### config.mk
export PLATFORM = sky130hd
export DESIGN_NAME = clk_div_bank
export DESIGN_NICKNAME = d
export VERILOG_FILES = /design/src/rtl/clk_div_bank.sv
export SDC_FILE = /design/constraint.sdc
export NUM_CORES = 1
export LEC_CHECK = 0
export BUFFER_PORTS_ARGS = -buffer_cell sky130_fd_sc_hd__buf_2
export CORE_MARGIN = 3
export CORE_UTILIZATION = 30
export DETAILED_ROUTE_END_ITERATION = 8
export HOLD_SLACK_MARGIN = 0.1
export PLACE_DENSITY = 0.46
export SLEW_MARGIN = 10
export SYNTH_ARGS = -nofsm -noshare
export SYNTH_HDL_FRONTEND = slang
export SYNTH_SLANG_ARGS = --single-unit
### constraint.sdc
create_clock -name clk -period 4.21 [get_ports clk]
set_input_delay 1.263 -clock clk [delete_from_list [all_inputs] [get_ports clk]]
set_output_delay 1.263 -clock clk [all_outputs]
set_load 0.02 [all_outputs]
### src/rtl/clk_div_bank.sv
// Bank of independent programmable clock dividers. Each channel produces a
// one-cycle tick and a 50% duty clk_out level. A new divisor is held as
// pending and takes effect only at the next wrap, or immediately when the
// channel is disabled, so the output streams never glitch.
module clk_div_bank #(
    parameter int unsigned NUM_CH      = 4,
    parameter int unsigned CNT_W       = 17,
    parameter int unsigned DEFAULT_DIV = 50000,
    localparam int unsigned CH_W       = (NUM_CH > 1) ? $clog2(NUM_CH) : 1
) (
    input  logic              clk,
    input  logic              rst,
    input  logic [NUM_CH-1:0] en,
    input  logic              div_wr,
    input  logic [CH_W-1:0]   div_ch,
    input  logic [CNT_W-1:0]  div_val,
    output logic              div_ack,
    output logic              div_err,
    output logic [NUM_CH-1:0] tick,
    output logic [NUM_CH-1:0] clk_out
);

    logic [CNT_W-1:0]  count       [NUM_CH];
    logic [CNT_W-1:0]  active_div  [NUM_CH];
    logic [CNT_W-1:0]  pending_div [NUM_CH];
    logic [NUM_CH-1:0] pend_flag;

    logic              wr_ok_c;
    logic [NUM_CH-1:0] wr_hit_c;

    // A write is legal for a non-zero divisor aimed at an existing channel.
    assign wr_ok_c = div_wr && (div_val != '0) && (32'(div_ch) < NUM_CH);

    // One-hot decode of the accepted write onto its target channel.
    always_comb begin
        wr_hit_c = '0;
        for (int i = 0; i < NUM_CH; i++) begin
            wr_hit_c[i] = wr_ok_c && (div_ch == CH_W'(i));
        end
    end

    // Per-channel counter, tick/clk_out generation and divisor hand-over.
    always_ff @(posedge clk or negedge rst) begin
        if (!rst) begin
            for (int i = 0; i < NUM_CH; i++) begin
                count[i]       <= '0;
                active_div[i]  <= CNT_W'(DEFAULT_DIV);
                pending_div[i] <= CNT_W'(DEFAULT_DIV);
            end
            pend_flag <= '0;
            tick      <= '0;
            clk_out   <= '0;
        end else begin
            for (int i = 0; i < NUM_CH; i++) begin
                if (!en[i]) begin
                    // Idle channel: clear outputs; divisor changes apply at once.
                    count[i]   <= '0;
                    tick[i]    <= 1'b0;
                    clk_out[i] <= 1'b0;
                    if (wr_hit_c[i]) begin
                        active_div[i]  <= div_val;
                        pending_div[i] <= div_val;
                    end else if (pend_flag[i]) begin
                        active_div[i] <= pending_div[i];
                    end
                    pend_flag[i] <= 1'b0;
                end else if (count[i] == active_div[i] - CNT_W'(1)) begin
                    // Wrap: this period used the old divisor; load the new one.
                    count[i]   <= '0;
                    tick[i]    <= 1'b1;
                    clk_out[i] <= ~clk_out[i];
                    if (wr_hit_c[i]) begin
                        active_div[i]  <= div_val;
                        pending_div[i] <= div_val;
                    end else if (pend_flag[i]) begin
                        active_div[i] <= pending_div[i];
                    end
                    pend_flag[i] <= 1'b0;
                end else begin
                    // Mid-period: keep counting, park any new divisor.
                    count[i] <= count[i] + CNT_W'(1);
                    tick[i]  <= 1'b0;
                    if (wr_hit_c[i]) begin
                        pending_div[i] <= div_val;
                        pend_flag[i]   <= 1'b1;
                    end
                end
            end
        end
    end

    // Write handshake pulses, mutually exclusive by construction.
    always_ff @(posedge clk or negedge rst) begin
        if (!rst) begin
            div_ack <= 1'b0;
            div_err <= 1'b0;
        end else begin
            div_ack <= wr_ok_c;
            div_err <= div_wr && !wr_ok_c;
        end
    end

endmodule

* Word level (Yosys, flattened, before mapping)
Index checks and enable logic that the tools add are counted.
** Cells by class
- Mux-type cells :: 52
- Reductions and logical operators :: 9
- Equality and inequality tests :: 15
- Bitwise operators :: 4
- $add $sub $neg :: 8
** Operator list (number)
- 17-bit 2-to-1 mux :: 24
- 17-bit by 1-bit adder with 17-bit output, second input constant :: 4
- 17-bit equality test :: 4
- 17-bit by 1-bit subtractor with 17-bit output, second input constant :: 4
- 1-bit 2-to-1 mux :: 28
- 17-bit nonzero test :: 1
- 3-bit by 1-bit inequality test with 1-bit output, second input constant :: 4
- 2-bit by 1-bit inequality test with 1-bit output, second input constant :: 4
- 1-bit logical AND :: 6
- 2-bit equality test, second input constant :: 2
- 1-bit NOT :: 4
- 2-bit by 1-bit equality test with 1-bit output, second input constant :: 1
- 2-bit zero test :: 1
- 1-bit zero test :: 1
** Word-level totals
- Register bits after elaboration :: 218
- Logic and storage cells :: 111

* Depth between registers and ports, before layout
- Depth in word-level cells :: 6
- Gate-level depth with buffers :: 12
- Depth with buffers taken out :: 9

* Worst setup path before layout
OpenSTA, ideal clock, no wires.
- Path kind :: input -> register
- From :: input port div_val[13]
- To :: register active_div[24] in the netlist's numbering
- Arrival :: 3590 ps
- Buffers on the path :: 2
- Cell stages on the path :: 8
- Setup slack :: 542 ps
- Path through :: clkbuf_1 > nor3_1 > a211oi_1 > nor2_1 > nor4b_1 > a21oi_1 > clkbuf_1 > o2bb2ai_1
** Between the ends
- Word-level cells in the longest chain between the ends :: 6
** Ends and longest elaborated chain
- from (decl) :: line 16 : input logic [CNT_W-1:0] div_val,
- 17-bit nonzero test (*) :: line 32 : assign wr_ok_c = div_wr && (div_val != '0) && (32'(div_ch) < NUM_CH);
- 1-bit logical AND (*) :: line 32
- 1-bit logical AND (*) :: line 38 : wr_hit_c[i] = wr_ok_c && (div_ch == CH_W'(i));
- 17-bit 2-to-1 mux (*) :: line 60, 72
- 17-bit 2-to-1 mux :: line 67 : end else if (count[i] == active_div[i] - CNT_W'(1)) begin
- 17-bit 2-to-1 mux (*) :: line 55 : if (!en[i]) begin
- to (signal, indexed assignment) :: line 61 : active_div[i] <= div_val;
- to (signal, indexed assignment) :: line 64 : active_div[i] <= pending_div[i];
- to (signal, indexed assignment) :: line 73 : active_div[i] <= div_val;
- to (decl) :: line 24 : logic [CNT_W-1:0] active_div [NUM_CH];
Mark *: on every way between the ends. The rest lies on a longest branch, timed or not. The select of a mux whose other input is x is not followed.
A chain may end at the register's enable or synchronous reset.

* Final worst setup path
- From :: register active_div[0] in the netlist's numbering
- To :: register active_div[0] in the netlist's numbering
** Between the ends
- Word-level cells in the longest chain between the ends :: 4
- Elaborated cells on any way between the ends :: 7
** Ends and longest elaborated chain
- from (signal, indexed assignment) :: line 47 : active_div[i] <= CNT_W'(DEFAULT_DIV);
- from (signal, indexed assignment) :: line 61
- from (signal, indexed assignment) :: line 64
- parallel branches: the longest is 4 deep, another holds 17-bit by 1-bit subtractor with 17-bit output
Several ways; the timed one is not identified. The select of a mux whose other input is x is not followed.

==> qor.yml <==
worst_setup_path:
  max_stage_delay_ns: 0.88
  rr_worst_depth: 9
  worstReg2RegStart: "active_div[0]"
  worstPathRequired_ns: 4.64
  cp_cell_sequence: "inv_1 > ha_1 > or3b_2 > nor4_1 > mux2i_1 > o22ai_1 > or4_1 > buf_4 > o311ai_0"
  worstSetupPathType: "flop to flop"
  path_delay_family: "simple AND/OR/NAND/NOR gates"
  start_kind: "flop"
  crit_cells: 9
  path_buf_inv: 2
  cp_max_fo: 21
  reg2reg_slack_ns: 0.61
  startpoint: "active_div[0]"
  critPathCaptureType: "flop"
  endpoint: "active_div[0]"
  cp.arrival_ns: 4.03
  crit_path_top_delay_cell: "or4_1"
  reg2reg_to: "active_div[0]"
yosys:
  synthMostInstantiatedCell: "dfrtp_1"
  avgSynthCellArea_um2: 9.38
  netlist_top_cells_area: "dfrtp_1 32%, dfstp_2 9.5%, mux2_2 4.6%"
  yosysWarnings: 0
  ys_top_cells_by_count: "170 x dfrtp_1, 158 x nor2_1, 75 x clkbuf_1"
  synth_fp_nets: 1451
  yosysSeqAreaShare_pct: 41.5
  ys.flop_type: "dfrtp_1"
  synth.largest_area_cell: "dfrtp_1"
  ys_ff_latch: 218
  async_flop_share_pct: 100
  synth_edf_count: 0
  syn-cell-area_um2: 13300
  synth_top_area_share_pct: 32.0
  synth_cells: 1417
  ys_types: 70
timing:
  fin_ws_ns: 0.611
  finalSetupViolCount: 0
  worst_slew_pin_slew_ns: 0.735
  setup_tns_ns: 0
  clock.fmax_ghz: 0.278
  clock-skew-final_ns: 0.00707
  finalCritPeriodShare_pct: 85.5
  min_period_ns: 3.60
  rsz0062_at_grt: "no"
  slew_viol_final: 0
  hold_viol_final: 0
  slew_headroom_pct: 51.0
layout:
  fin_util_pct: 34.6
  nFillCells: 4467
  area_growth_pct: 13.1
  finalNetCount: 1448
  drive_above_1_share_pct: 16.9
global_routing:
  grt_pass1_vias: 10499
  grt_overflow: 0
  grt_pass1_wl_mm: 57.9
  track_usage_pct: 14.9
  grt_antenna_before_repair: 1
  grt_max_degree: 82
clocking:
  tritoncts: "yes"
  hold_buffers: 0
  cts_root_buf: "clkbuf_16"
  cts.sinks: 218
  cts_resized: 0
  cts.clk_slew.worst_paths_ns: 0.06
  cts_buffer_depth: 3
  cts_max_level: 1
  clock_latency_ns: 0.55
  cts_setup_buffers: 0
  numCtsBuffers: 28
power_and_ir_drop:
  ir_worst_vdd_uv: 259
  powerDensity_nw_per_um2: 426
  leakage_nw: 5.95
  power_mw: 6.40
run:
  max_cap_viol_count: 0
status:
  run_status: "completed"
worst_hold_path:
  hold_path.class: "flop to flop"
die:
  num_rows: 76
  core_area_um2: 43500
  initial_core_util_pct: 30.6
  dieWidth_um: 216
  die_area_um2: 46900
  die_y_um: 216
  io_pins: 36
detailed_routing:
  routed_wirelength_mm: 35.1
  drt_iter0_drc: 745
  vias: 10506
  route.antenna.remaining_nets: 0
  avgRoutedWirePerCell_um: 17.4
  vias_per_cell: 5.20
  drc: 0
  dr.pass1.iters: 5
placed_design:
  pre_cts_ws_ns: 0.592
  dp_hpwl_mm: 24.0
  portBuffers: 35
  place_congestion: 0.820
## layout make-up
class                   count  area (um2)  area share [%]
multi-input cells        1050        7210            47.9
flip-flops and latches    218        5520            36.7
clock buffers              45         846            5.63
well taps                 585         732            4.87
repair buffers             71         493            3.28
inverters                  45         169            1.12
clock inverters             7        65.1           0.433
diodes                      1        2.50          0.0167
## state kept, by name (all words and copies together), names as in the netlist
signal	flops
active_div	68
clk_out	4
count	68
div_ack	1
div_err	1
pend_flag	4
pending_div	68
tick	4
## metal layers
| metal | global-route usage [%] | vias up | part of all wire [%] |
|---|---|---|---|
| li1 | - | 5141 | - |
| met2 | 24.1 | 145 | 45 |
| met4 | 3.55 | 0 | 2.0 |
| met5 | 0 | - | 0 |
| met1 | 21.3 | 5181 | 50 |
| met3 | 1.93 | 39 | 3.0 |
## cell families (layout without fill, tap and decap cells)
family,count (synthesis),in the layout,share of synthesized area [%]
AND/OR/NAND/NOR,532,532,21.0
AO/OA/AOI/OAI,294,294,16.6
flip-flops,218,218,41.5
buffers and inverters,149,168,4.57
XOR/XNOR,126,126,8.30
multiplexers,89,89,7.21
adder cells (fa/ha/maj),9,9,0.828
other,0,1,0
## worst min path at each step
| stage | from | end | slack, ns | depth (start not counted) |
|---|---|---|---|---|
| 2_1_floorplan | pending_div[13] | pending_div[13] | 0.45 | 1 |
| 3_3_place_gp | pending_div[13] | pending_div[13] | 0.46 | 1 |
| 3_5_place_dp | pending_div[13] | pending_div[13] | 0.47 | 1 |
| 4_1_cts | pending_div[10] | pending_div[10] | 0.48 | 1 |
| 5_1_grt | pending_div[2] | pending_div[2] | 0.48 | 1 |
| 6_report | pending_div[0] | pending_div[0] | 0.48 | 1 |
## power breakdown
| group | leakage (nW) | switching (mW) | internal (mW) | total, mW |
|---|---|---|---|---|
| clock | 0.442 | 0.955 | 1.43 | 2.38 |
| sequential | 2.66 | 0.307 | 2.40 | 2.71 |
| combinational | 2.85 | 0.722 | 0.586 | 1.31 |
| total | 5.95 | 1.98 | 4.42 | 6.40 |
## worst reg2reg max path, stage by stage, from the launching register on
cell and delay (ns):
dfrtp_1 0.44, inv_1 0.09, ha_1 0.20, or3b_2 0.54, nor4_1 0.31, mux2i_1 0.22, o22ai_1 0.11, or4_1 0.88
buf_4 0.34, o311ai_0 0.34
## through the flow
stage	hold WS [ns]	cell area [um2]	std cells
2_1_floorplan	0.449	13300	1417
3_3_place_gp	0.458	14100	1969
3_5_place_dp	0.466	14100	1969
4_1_cts	0.479	15000	2021
5_1_grt	0.482	15000	2021
6_report	0.475	15000	2022
## layout by cell type (no fill, tap or decap), drive strengths merged, types with 15 or more instances in the layout
cell	synthesis	routed
nor4	20	20
o211ai	39	39
a22oi	33	33
nand2b	55	55
a221oi	19	19
buf	29	71
a21o	20	20
o21ai	33	33
a21oi	15	15
nand3	51	51
mux2	54	54
nand2	72	72
a211oi	22	22
xor2	65	65
o311ai	17	17
nand4	19	19
a31oi	23	23
xnor2	61	61
dfrtp	170	170
dfstp	48	48
nor2	158	158
inv	45	45
or4	18	18
clkbuf	75	45
o2bb2ai	17	17
o221ai	18	18
mux2i	35	35
and2	23	23
nor3	32	32
Power figures use the tool's default switching activity.
